===== src/rtl/ffn_mm_pkg.sv =====
`default_nettype none
// ============================================================================
// Module   : ffn_mm_pkg
// Purpose  : Shared types and defaults for the FFN layer sequencer.
// Revision : 1.0 - initial release
// ============================================================================
package ffn_mm_pkg;

    typedef enum logic [1:0] {
        IDLE = 2'd0,
        WAIT = 2'd1,
        RUN  = 2'd2,
        NEXT = 2'd3
    } state_t;

    localparam int c_NUM_IN_DEF  = 64;
    localparam int c_NUM_OUT_DEF = 10;
    localparam int c_NUM_BUF_DEF = 2;

    // Counter width that still works when the count is 1.
    function automatic int width_of(input int n);
        return (n > 1) ? $clog2(n) : 1;
    endfunction

    localparam int c_FA_W_DEF = width_of(c_NUM_IN_DEF);
    localparam int c_WA_W_DEF = width_of(c_NUM_IN_DEF * c_NUM_OUT_DEF);
    localparam int c_NO_W_DEF = width_of(c_NUM_OUT_DEF);

endpackage
`default_nettype wire


===== src/rtl/ffn_mm_sequencer_if.sv =====
`default_nettype none
// ============================================================================
// Module   : ffn_mm_sequencer_if
// Purpose  : Control/address bundle between the sequencer, buffers and MAC.
// Revision : 1.0 - initial release
// ============================================================================
interface ffn_mm_sequencer_if #(
    parameter int NUM_BUF = 2,
    parameter int FA_W    = 6,
    parameter int WA_W    = 10,
    parameter int NO_W    = 4
);
    logic               start;
    logic [NUM_BUF-1:0] frame_rdy;
    logic [NUM_BUF-1:0] reading_frame;
    logic [NUM_BUF-1:0] frame_release;
    logic [FA_W-1:0]    buf_addr;
    logic [WA_W-1:0]    weight_addr;
    logic               mac_en;
    logic               mac_first;
    logic               sum_valid;
    logic [NO_W-1:0]    neuron_idx;
    logic               busy;

    modport master (
        output start, frame_rdy,
        input  reading_frame, frame_release, buf_addr, weight_addr,
               mac_en, mac_first, sum_valid, neuron_idx, busy
    );

    modport slave (
        input  start, frame_rdy,
        output reading_frame, frame_release, buf_addr, weight_addr,
               mac_en, mac_first, sum_valid, neuron_idx, busy
    );
endinterface
`default_nettype wire


===== src/rtl/ffn_mm_addr_gen.sv =====
`default_nettype none
// ============================================================================
// Module   : ffn_mm_addr_gen
// Purpose  : Product/neuron counters and running weight ROM address.
// Revision : 1.0 - initial release
// ============================================================================
module ffn_mm_addr_gen
    import ffn_mm_pkg::*;
#(
    parameter int NUM_IN  = c_NUM_IN_DEF,
    parameter int NUM_OUT = c_NUM_OUT_DEF,
    parameter int FA_W    = c_FA_W_DEF,
    parameter int WA_W    = c_WA_W_DEF,
    parameter int NO_W    = c_NO_W_DEF
) (
    input  wire logic            clock,
    input  wire logic            reset,
    input  wire logic            i_clear,
    input  wire logic            i_inc_k,
    input  wire logic            i_next_neuron,
    output logic [FA_W-1:0]      o_k,
    output logic [NO_W-1:0]      o_neuron,
    output logic [WA_W-1:0]      o_waddr,
    output logic                 o_last_k,
    output logic                 o_last_neuron
);

    localparam logic [FA_W-1:0] c_K_LAST      = FA_W'(NUM_IN - 1);
    localparam logic [NO_W-1:0] c_NEURON_LAST = NO_W'(NUM_OUT - 1);

    logic [FA_W-1:0] r_k;
    logic [NO_W-1:0] r_neuron;
    logic [WA_W-1:0] r_waddr;

    // weight address runs contiguously across neurons, so it is a plain
    // increment rather than neuron*NUM_IN+k
    always_ff @(posedge clock) begin
        if (reset || i_clear) begin
            r_k      <= '0;
            r_neuron <= '0;
            r_waddr  <= '0;
        end else if (i_next_neuron) begin
            r_k      <= '0;
            r_neuron <= r_neuron + 1'b1;
            r_waddr  <= r_waddr + 1'b1;
        end else if (i_inc_k) begin
            r_k      <= r_k + 1'b1;
            r_waddr  <= r_waddr + 1'b1;
        end
    end

    assign o_k           = r_k;
    assign o_neuron      = r_neuron;
    assign o_waddr       = r_waddr;
    assign o_last_k      = (r_k == c_K_LAST);
    assign o_last_neuron = (r_neuron == c_NEURON_LAST);

endmodule
`default_nettype wire


===== src/rtl/ffn_mm_sequencer.sv =====
`default_nettype none
// ============================================================================
// Module   : ffn_mm_sequencer
// Purpose  : Walks the MAC lane through a fully-connected layer per frame.
// Revision : 1.0 - initial release
// ============================================================================
module ffn_mm_sequencer
    import ffn_mm_pkg::*;
#(
    parameter int NUM_IN  = c_NUM_IN_DEF,
    parameter int NUM_OUT = c_NUM_OUT_DEF,
    parameter int NUM_BUF = c_NUM_BUF_DEF,
    parameter int FA_W    = width_of(NUM_IN),
    parameter int WA_W    = width_of(NUM_IN * NUM_OUT),
    parameter int NO_W    = width_of(NUM_OUT)
) (
    input  wire logic         clock,
    input  wire logic         reset,
    ffn_mm_sequencer_if.slave bus
);

    localparam logic [NUM_BUF-1:0] c_BUF0 = NUM_BUF'(1);

    state_t             r_state;
    state_t             w_state_nxt;
    logic [NUM_BUF-1:0] r_reading;
    logic               w_clear;
    logic               w_inc_k;
    logic               w_next_neuron;
    logic               w_release;
    logic               w_issue;
    logic [FA_W-1:0]    w_k;
    logic [NO_W-1:0]    w_neuron;
    logic [WA_W-1:0]    w_waddr;
    logic               w_last_k;
    logic               w_last_neuron;
    logic               r_d1_en;
    logic               r_d1_first;
    logic               r_d1_last;
    logic [NO_W-1:0]    r_d1_neuron;
    logic               r_sum_valid;
    logic [NO_W-1:0]    r_neuron_idx;

    ffn_mm_addr_gen #(
        .NUM_IN  (NUM_IN),
        .NUM_OUT (NUM_OUT),
        .FA_W    (FA_W),
        .WA_W    (WA_W),
        .NO_W    (NO_W)
    ) u_addr_gen (
        .clock         (clock),
        .reset         (reset),
        .i_clear       (w_clear),
        .i_inc_k       (w_inc_k),
        .i_next_neuron (w_next_neuron),
        .o_k           (w_k),
        .o_neuron      (w_neuron),
        .o_waddr       (w_waddr),
        .o_last_k      (w_last_k),
        .o_last_neuron (w_last_neuron)
    );

    always_ff @(posedge clock) begin
        if (reset) r_state <= IDLE;
        else       r_state <= w_state_nxt;
    end

    // counters are cleared on leaving WAIT so addresses hold while waiting
    always_comb begin
        w_state_nxt   = r_state;
        w_clear       = 1'b0;
        w_inc_k       = 1'b0;
        w_next_neuron = 1'b0;
        w_release     = 1'b0;
        case (r_state)
            IDLE: if (bus.start) w_state_nxt = WAIT;
            WAIT: if ((bus.frame_rdy & r_reading) != '0) begin
                w_clear     = 1'b1;
                w_state_nxt = RUN;
            end
            RUN: begin
                if (w_last_k) w_state_nxt = NEXT;
                else          w_inc_k     = 1'b1;
            end
            NEXT: begin
                if (w_last_neuron) begin
                    w_release   = 1'b1;
                    w_state_nxt = WAIT;
                end else begin
                    w_next_neuron = 1'b1;
                    w_state_nxt   = RUN;
                end
            end
            default: w_state_nxt = IDLE;
        endcase
    end

    always_ff @(posedge clock) begin
        if (reset)          r_reading <= c_BUF0;
        else if (w_release) r_reading <= {r_reading[NUM_BUF-2:0], r_reading[NUM_BUF-1]};
    end

    assign w_issue = (r_state == RUN);

    // stage 1 lines up with returned read data, stage 2 with the registered sum
    always_ff @(posedge clock) begin
        if (reset) begin
            r_d1_en      <= 1'b0;
            r_d1_first   <= 1'b0;
            r_d1_last    <= 1'b0;
            r_d1_neuron  <= '0;
            r_sum_valid  <= 1'b0;
            r_neuron_idx <= '0;
        end else begin
            r_d1_en     <= w_issue;
            r_d1_first  <= w_issue && (w_k == '0);
            r_d1_last   <= w_issue && w_last_k;
            r_d1_neuron <= w_neuron;
            r_sum_valid <= r_d1_last;
            if (r_d1_last) r_neuron_idx <= r_d1_neuron;
        end
    end

    assign bus.reading_frame = r_reading;
    assign bus.frame_release = w_release ? r_reading : '0;
    assign bus.buf_addr      = w_k;
    assign bus.weight_addr   = w_waddr;
    assign bus.mac_en        = r_d1_en;
    assign bus.mac_first     = r_d1_first;
    assign bus.sum_valid     = r_sum_valid;
    assign bus.neuron_idx    = r_neuron_idx;
    assign bus.busy          = (r_state != IDLE);

endmodule
`default_nettype wire

===== src/flat_wrapper.sv =====
// flat-port wrapper written by rule: the top's interface ports become plain ports
module ffn_mm_sequencer_flat import ffn_mm_pkg::*;
#(
    parameter int NUM_IN  = c_NUM_IN_DEF,
    parameter int NUM_OUT = c_NUM_OUT_DEF,
    parameter int NUM_BUF = c_NUM_BUF_DEF,
    parameter int FA_W    = width_of(NUM_IN),
    parameter int WA_W    = width_of(NUM_IN * NUM_OUT),
    parameter int NO_W    = width_of(NUM_OUT)
)
  (clock, reset, bus_start, bus_frame_rdy, bus_reading_frame, bus_frame_release, bus_buf_addr, bus_weight_addr, bus_mac_en, bus_mac_first, bus_sum_valid, bus_neuron_idx, bus_busy);
  ffn_mm_sequencer_if #(.NUM_BUF(NUM_BUF), .FA_W(FA_W), .WA_W(WA_W), .NO_W(NO_W)) bus_i ();
  input  wire logic clock;
  input  wire logic reset;
  input wire logic [$bits(bus_i.start)-1:0] bus_start;
  input wire logic [$bits(bus_i.frame_rdy)-1:0] bus_frame_rdy;
  output wire logic [$bits(bus_i.reading_frame)-1:0] bus_reading_frame;
  output wire logic [$bits(bus_i.frame_release)-1:0] bus_frame_release;
  output wire logic [$bits(bus_i.buf_addr)-1:0] bus_buf_addr;
  output wire logic [$bits(bus_i.weight_addr)-1:0] bus_weight_addr;
  output wire logic [$bits(bus_i.mac_en)-1:0] bus_mac_en;
  output wire logic [$bits(bus_i.mac_first)-1:0] bus_mac_first;
  output wire logic [$bits(bus_i.sum_valid)-1:0] bus_sum_valid;
  output wire logic [$bits(bus_i.neuron_idx)-1:0] bus_neuron_idx;
  output wire logic [$bits(bus_i.busy)-1:0] bus_busy;
  assign bus_i.start = bus_start;
  assign bus_i.frame_rdy = bus_frame_rdy;
  assign bus_reading_frame = bus_i.reading_frame;
  assign bus_frame_release = bus_i.frame_release;
  assign bus_buf_addr = bus_i.buf_addr;
  assign bus_weight_addr = bus_i.weight_addr;
  assign bus_mac_en = bus_i.mac_en;
  assign bus_mac_first = bus_i.mac_first;
  assign bus_sum_valid = bus_i.sum_valid;
  assign bus_neuron_idx = bus_i.neuron_idx;
  assign bus_busy = bus_i.busy;
  ffn_mm_sequencer #(.NUM_IN(NUM_IN), .NUM_OUT(NUM_OUT), .NUM_BUF(NUM_BUF), .FA_W(FA_W), .WA_W(WA_W), .NO_W(NO_W)) u_core (.clock(clock), .reset(reset), .bus(bus_i));
endmodule

===== config.mk =====
export PLATFORM = sky130hd
export DESIGN_NAME = ffn_mm_sequencer_flat
export DESIGN_NICKNAME = d
export VERILOG_FILES = /design/src/rtl/ffn_mm_pkg.sv /design/src/rtl/ffn_mm_sequencer_if.sv /design/src/rtl/ffn_mm_addr_gen.sv /design/src/rtl/ffn_mm_sequencer.sv /design/src/flat_wrapper.sv
export SDC_FILE = /design/constraint.sdc
export NUM_CORES = 1
export LEC_CHECK = 0
export BUFFER_PORTS_ARGS = -buffer_cell sky130_fd_sc_hd__buf_4
export CAP_MARGIN = 20
export CORE_ASPECT_RATIO = 1.2
export CORE_MARGIN = 5
export CORE_UTILIZATION = 45
export CTS_BUF_LIST = sky130_fd_sc_hd__clkbuf_4
export DETAILED_ROUTE_END_ITERATION = 8
export PLACE_DENSITY = 0.67
export SYNTH_ARGS = -nofsm -noshare
export SYNTH_HDL_FRONTEND = slang
export SYNTH_HIERARCHICAL = 1
export SYNTH_SLANG_ARGS = --single-unit

===== constraint.sdc =====
create_clock -name clock -period 5.2 [get_ports clock]
set_input_delay 0.78 -clock clock [delete_from_list [all_inputs] [get_ports clock]]
set_output_delay 0.78 -clock clock [all_outputs]
set_load 0.005 [all_outputs]

# == Yosys cells after proc, flatten, opt, wreduce, memory -nomap -nowiden ==
# Cells that the tools add are included.
# totals
regBits,36
inputBits,5
# op_classes
add_sub_neg,3
eq_ne,8
n_mux,16
n_bitwise,1
reduce_logical,10
# ops
op,count
$mux 10,2
$add 10x1->10 const B,1
$mux 2,5
$mux 1,8
$pmux 2 s4,1
$add 6x1->6 const B,1
$eq 6x6->1 const B,1
$logic_not 6->1,1
$reduce_bool 2->1,3
$add 4x1->4 const B,1
$eq 2x2->1 const B,2
$eq 4x4->1 const B,1
$ne 2x2->1 const B,2
$reduce_and 3->1,1
$and 2x2->2,1
$eq 2x1->1 const B,1
$logic_and 1x1->1,2
$logic_not 2->1,1
$ne 2x1->1 const B,1
$reduce_or 2->1,1
$logic_or 1x1->1,1

# == Depth between registers and ports, before layout ==
# Gate-level depths: netlist (run 1).
# logic_depth
ltp_word,6
depth_mapped,9
ltp_nobuf,8

# == Modules after synthesis ==
# The synthesis (run 1) kept the hierarchy.
# by_module_without_submodules
module,n_inst,cells_per_inst,area_per_inst_um2
ffn_mm_addr_gen,1,102,894.6
ffn_mm_sequencer,1,54,583.1

# == Worst setup path after synthesis (run 1) ==
# OpenSTA, ideal clock, no wires.
# synth_timing
path_type,reg2out
start,register u_core.u_addr_gen.r_neuron[0] (netlist: u_core/u_addr_gen/o_neuron[0])
end,output bus_frame_release[1]
t_arrival_ns,1.081
path_slack_ns,3.339
path_stages_with_launch,6
path_cell_list,dfxtp_1 -> ha_1 -> nand2_1 -> nor2_1 -> and3_4 -> and2_4
# synth_via
elab_chain_len,4
# synth_lines
element,line_no,text
from (decl),ffn_mm_addr_gen.sv:32,logic [NO_W-1:0] r_neuron;
from (signal assigned),ffn_mm_addr_gen.sv:44,r_neuron <= r_neuron + 1'b1;
$eq 4x4->1,ffn_mm_addr_gen.sv:56,assign o_last_neuron = (r_neuron == c_NEURON_LAST);
net u_core.w_last_neuron,ffn_mm_sequencer.sv:36,logic w_last_neuron;
$mux 1,ffn_mm_sequencer.sv:86,if (w_last_neuron) begin
$mux 1,ffn_mm_sequencer.sv:75,case (r_state)
$mux 2,ffn_mm_sequencer.sv:125,assign bus.frame_release = w_release ? r_reading : '0;
to (decl),flat_wrapper.sv:18,output wire logic [$bits(bus_i.frame_release)-1:0] bus_frame_release;
# The timed path passes the listed nets, and every way through them passes these cells.

# == Worst setup path in the final report (run 1) ==
# Same ends and word-level chain as after synthesis.

==> metrics.txt, run 1 <==
Hold Path End u_core/u_addr_gen/o_waddr[9]; CTS Buf Count 5; Most used DFF post-synth dfxtp_1; number of antenna diodes 0; Die Y 72.77 um; clk_lat worst skew 0.33 ns; CTS tree done; Rel. slew slack around 53%; setup TNS 0 ns; initial core utilization between 40% and 50%; first-pass GRT wire length between 5 and 6 mm; Layout fillers ~290; input/output buffers 32; cts hold-fix bufs 0; pin count of the biggest net entering global routing 19; status completed; number of synthesized register bits 36; core area 0.003110 mm2; crit end category output port; syn_area_per_cell around 9.5 um2; Post-Layout Cell Count 226; Worst VDD drop slightly below 0.2 mV; Post-CTS Setup Bufs 0; min Tclk post-route approximately 2.5 ns; CP Buf/Inv Count 1; clk buf depth 2; row count 22; PwrDens 250.4 mW/mm2; hpwl dp between 2 and 2.5 mm; Clock power frac 30.8%; gpl congestion between 0.7 and 0.8; most common cell after layout, fill and taps aside dfxtp_1; Routed WL 2.873 mm; RSZ-0062 raised after global routing no; Worst EP required 4.42 ns; antenna violations before repair 0; Clock Skews around 0.0050 ns; max-slew violation count 0; cell count after placement 218; ANT nets after route 0; remaining global-route overflow 0; drt initial violations 36; Crit path largest cell delay 0.43 ns; Worst Reg-to-Reg Cells 8; Vias/cell 5.212; layout cells sized above 1 24.21%; Max-cap violations 0; drt wl/cell 12.71 um; Gate power share slightly below 6%; H-tree depth 2; hold slack roughly 0.47 ns; Root Buffer clkbuf_4; area grow syn2layout 20.91%; P_int 0.3415 mW; HP Start u_core/u_addr_gen/o_waddr[9]; NetSw about 0.11 mW; die footprint around 0.0045 mm2; Reg power frac 63.4%; Worst Setup Path Type reg -> out; Via Count between 1k and 1.5k; Peak Freq 0.4074 GHz; Yosys warnings 6; delay-heaviest family, CP simple AND/OR/NAND/NOR gates; worst-path cell chain ha_1 > nand2_1 > nor2_1 > and3_4 > and2_4 > buf_4; CTS Sinks 36; Die Wd 62.31 um; Ports 33; total power 0.4473 mW; layout net count 198; WHS Path Cells 2; Post-CTS Resized 0; FF-to-FF setup slack 2.87 ns; Final Hold Fails 0; Final WS setup between 2 and 3 ns; syn nets 165; Yosys cell types 38; total track usage between 10% and 20%; setup violators final 0; vias in the first global route between 1k and 1.5k; worst hold path type reg -> reg; DR pass1 iterations 4; synthesized cell area roughly 0.0015 mm2; Clk pin slew, worst setup/hold paths 0.10 ns; static leakage 0.7281 nW; pre-CTS setup slack around 2.9 ns; share of the yosys chip area belonging to registers roughly half; Reg2Reg Launch Point u_core/u_addr_gen/o_neuron[1]; Worst Setup SP u_core/u_addr_gen/o_neuron[0]; DRC 0; crit-path max FO 5; crit start category register; most frequent cells in the layout 36 x dfxtp_1, 32 x buf_4, 25 x nor2_1, 10 x nand2_1, 8 x xor2_1; slowest stage cell, crit path dfxtp_1; Async SR Flop Fraction 0%; Sw Share 23.67%; actual slew at the worst max-slew pin 0.7057 ns; Final Cycle Share between 40% and 50%; Synth Instances 156; Reg-to-Reg End u_core/u_addr_gen/o_waddr[8]; Post-synth EDFFs 0; Arr. time, crit path 1.67 ns
## metrics by stage
stage	util, %	area [um2]
2_1_floorplan	-	1478
3_5_place_dp	55.79	1735
3_3_place_gp	55.79	1735
5_1_grt	57.44	1787
4_1_cts	57.44	1787
6_report	57.44	1787
## worst register-to-register path, stage by stage, from the launching register on
cell	delay, ns
dfxtp_1	0.40
inv_1	0.06
ha_1	0.17
nand2_1	0.06
nor2_1	0.07
nor2_1	0.56
o21ai_1	0.30
or4_1	0.52
a21oi_1	0.14
## synthesized netlist by cell type, types with 4 or more instances
library cell	count	area share (%)
a21oi_1	7	2.4
mux2i_1	7	4.7
xor2_1	8	4.7
clkbuf_1	4	1.0
nor2b_1	7	3.0
dfxtp_1	36	49
ha_1	4	3.4
o21ai_0	5	1.7
nand2_1	10	2.5
nor2_1	25	6.4
or3_1	6	2.5
## state kept, by name, summed over array words and instances (netlist names), 2 cells and up
register,flops
u_core/bus.neuron_idx,4
u_core/bus.reading_frame,2
u_core/u_addr_gen/o_waddr,10
u_core/u_addr_gen/o_k,6
u_core/r_d1_neuron,4
u_core/r_state,2
u_core/u_addr_gen/o_neuron,4
## final cells by class
type	count	area, um2	area share, %
Sequential cell	36	720.7	40.34
Multi-Input combinational cell	111	718.2	40.20
Timing Repair Buffer	32	240.2	13.45
Tap cell	36	45.04	2.521
Clock buffer	5	37.54	2.101
Clock inverter	3	13.76	0.7703
Inverter	3	11.26	0.6303
## routing by layer
layer / part of all wire [%] / routed length (um) / vias to the layer above / global-route usage [%]
met5: 0 / 0 / - / 0
met2: 45 / 1287 / 38 / 21.54
met4: 1.9 / 55 / 0 / 6.368
met1: 46 / 1322 / 530 / 16.67
met3: 7.2 / 207 / 6 / 5.547
li1: - / - / 604 / -
## worst max path at each step
stage / endpoint / cells after the start
final: bus_frame_release[1] / 6
after global routing: bus_frame_release[1] / 6
after CTS: bus_frame_release[1] / 6
after detailed placement: u_core/u_addr_gen/o_waddr[8] / 7
after global placement: u_core/u_addr_gen/o_waddr[8] / 7
after floorplan: bus_frame_release[1] / 5
## power by group through the flow
stage	registers, mW	clock network (mW)	logic [mW]
after detailed placement	0.290	0	0.0260
after global routing	0.284	0.157	0.0291
final	0.284	0.138	0.0261
after floorplan	0.289	0	0.0169
after global placement	0.289	0	0.0257
after CTS	0.284	0.146	0.0263
## logic make-up (layout without fill, tap and decap cells)
logic type | count (synthesis) | count (layout) | share of synthesized area [%]
flops | 36 | 36 | 48.77
fa+ha+maj | 4 | 4 | 3.387
compound gates | 21 | 21 | 8.721
xor+xnor | 10 | 10 | 5.928
buf+inv | 9 | 43 | 2.624
simple gates | 68 | 68 | 24.30
mux | 8 | 8 | 6.266
No activity file was read; power rests on OpenSTA's default activity.
==> run 2, diff against run 1 <==
ABC_AREA = 1   (was unset)
PLACE_DENSITY = 0.66   (was 0.67)
clock period = 2.54 ns   (was 5.2 ns; I/O delays follow)
==> metrics.txt, run 2 <==
Die Wd around 65 um; Post-synth EDFFs 0; Post-Layout Cell Count between 300 and 400; Layout fillers about 360; Peak Freq 0.5035 GHz; most frequent cells in the layout 47 x nor2_1, 44 x nand2_1, 40 x inv_1, 36 x dfxtp_1, 33 x buf_4; Placed Area 0.001896 mm2; Worst EP required 2.16 ns; slowest stage cell, crit path dfxtp_1; layout net count 276; Reg area between 700 and 800 um2; syn_area_per_cell 7.060 um2; xor and xnor area share after synthesis 0%; Rel. slew slack 77.14%; Vias/cell 4.756; PwrDens between 800 and 900 mW/mm2; clk buf depth 2; setup TNS 0 ns; die footprint between 0.004 and 0.005 mm2; area grow syn2layout 23.53%; remaining global-route overflow 0; Arr. time, crit path 1.61 ns; min Tclk post-route 1.986 ns; drt wl/cell ~10 um; max-slew violation count 0; crit end category output port; Ports 33; status completed; H-tree depth 2; actual slew at the worst max-slew pin 0.3420 ns; CP Buf/Inv Count 3; Root Buffer clkbuf_4; layout cells sized above 1 19.78%; CTS Buf Count 5; pin count of the biggest net entering global routing 16; worst hold path type in -> reg; Final Cycle Share approximately four fifths; combinational family with the most area after synthesis simple AND/OR/NAND/NOR gates; CTS tree done; CTS Sinks 36; Via Count 1460; largest cells by area after synthesis dfxtp_1 44%, nor2_1 11%, nand2_1 10%, inv_1 9.2%, a21oi_1 3.7%; cts hold-fix bufs 0; number of antenna diodes 0; initial core utilization 45.83%; Routed WL roughly 3.2 mm; hpwl dp 2.486 mm; antenna violations before repair 0; DRC 0; Post-CTS Resized 0; static leakage about 1.0 nW; number of synthesized register bits 36; most common cell after layout, fill and taps aside nor2_1; Yosys warnings 6; Worst Setup Path Type reg -> out; RSZ-0062 raised after global routing no; total track usage 14.59%; Post-CTS Setup Bufs 0; final core occ 56.62%; Die Y 76.09 um; Synth Area in Compound Gates under 10%; Async SR Flop Fraction 0%; syn nets 241; Clock Skews 0.004065 ns; ANT nets after route 0; area leader, netlist dfxtp_1; max reg flops 10; final instance area slightly above 0.002 mm2; drt initial violations 66; row count 24; delay-heaviest family, CP flip-flops; clk_lat worst skew 0.33 ns; setup violators final 0; area of the multi-input gates between 700 and 800 um2; synthesized cell area roughly 0.0016 mm2; worst-path cell chain ha_1 > nand2_1 > nor2_1 > nand3_1 > inv_1 > nand2_1 > inv_1 > buf_4; crit-path max FO 5; Synth Instances 232; crit start category register; input/output buffers 32; vias in the first global route 1406; Yosys top cell area share 44.00%; share of the yosys chip area belonging to registers about 44%; Post-Synth Simple-Gate Area around 33%; Yosys cell types 22; Clk pin slew, worst setup/hold paths 0.11 ns; Crit path largest cell delay around 0.42 ns; most common library cells after synthesis 47 x nor2_1, 44 x nand2_1, 40 x inv_1; Max-cap violations 0; count leader, synth nor2_1; first-pass GRT wire length ~5.8 mm; gpl congestion 0.8139; Most used DFF post-synth dfxtp_1; DR pass1 iterations 4; Final Hold Fails 0; adder and majority gate portion of the synthesized area approximately 3%; cell count after placement ~300; mux cell area share after synthesis 0%; Worst VDD drop 0.3805 mV; core area roughly 0.0036 mm2
run 2: worst paths after layout:
| check | startpoint | to | slack [ns] | cells past startpoint |
|---|---|---|---|---|
| hold / removal | reset | u_core/r_d1_neuron[0] | 0.31 | 2 |
| hold reg to reg | u_core/r_d1_neuron[1] | u_core/bus.neuron_idx[1] | 0.47 | 2 |
| setup reg to reg | u_core/u_addr_gen/o_k[0] | u_core/u_addr_gen/o_k[5] | 0.70 | 11 |
| setup / recovery | u_core/u_addr_gen/o_neuron[0] | bus_frame_release[1] | 0.55 | 8 |
run 2: stage by stage:
stage	hold WS, ns	setup slack (ns)	total power [mW]
after CTS	0.2899	0.5229	1.656
after detailed placement	0.4410	0.7153	1.055
after global routing	0.2749	0.3268	1.748
after global placement	0.4381	0.7398	1.052
final	0.3115	0.5539	1.631
after floorplan	0.4289	0.9008	0.9535
run 2: logic make-up after synthesis:
group / after synthesis
flip-flops: 36
buffers and inverters: 47
adder cells (fa/ha/maj): 4
AO/OA/AOI/OAI: 25
AND/OR/NAND/NOR: 120
run 2: where the power goes:
group	switching [mW]	internal, mW
registers	0.0536	0.616
clock network	0.187	0.406
logic	0.220	0.148
total	0.461	1.17
run 2: layer usage:
metal  global-route usage (%)  routed length (um)  vias to the layer above  share of wire (%)
met5                        0                   0                        -                  0
met4                    5.602                  48                        0                1.5
met3                    5.015                 147                        6                4.6
met2                    25.79                1611                       30                 50
met1                    15.66                1402                      640                 44
li1                         -                   -                      784                  -
run 2: layout make-up:
class                   count  share of cell area (%)
multi-input cells         149                   35.62
repair buffers             33                   12.24
clock inverters             3                   4.453
clock buffers               5                   1.855
well taps                  39                   2.412
flip-flops and latches     36                   35.62
inverters                  42                   7.792
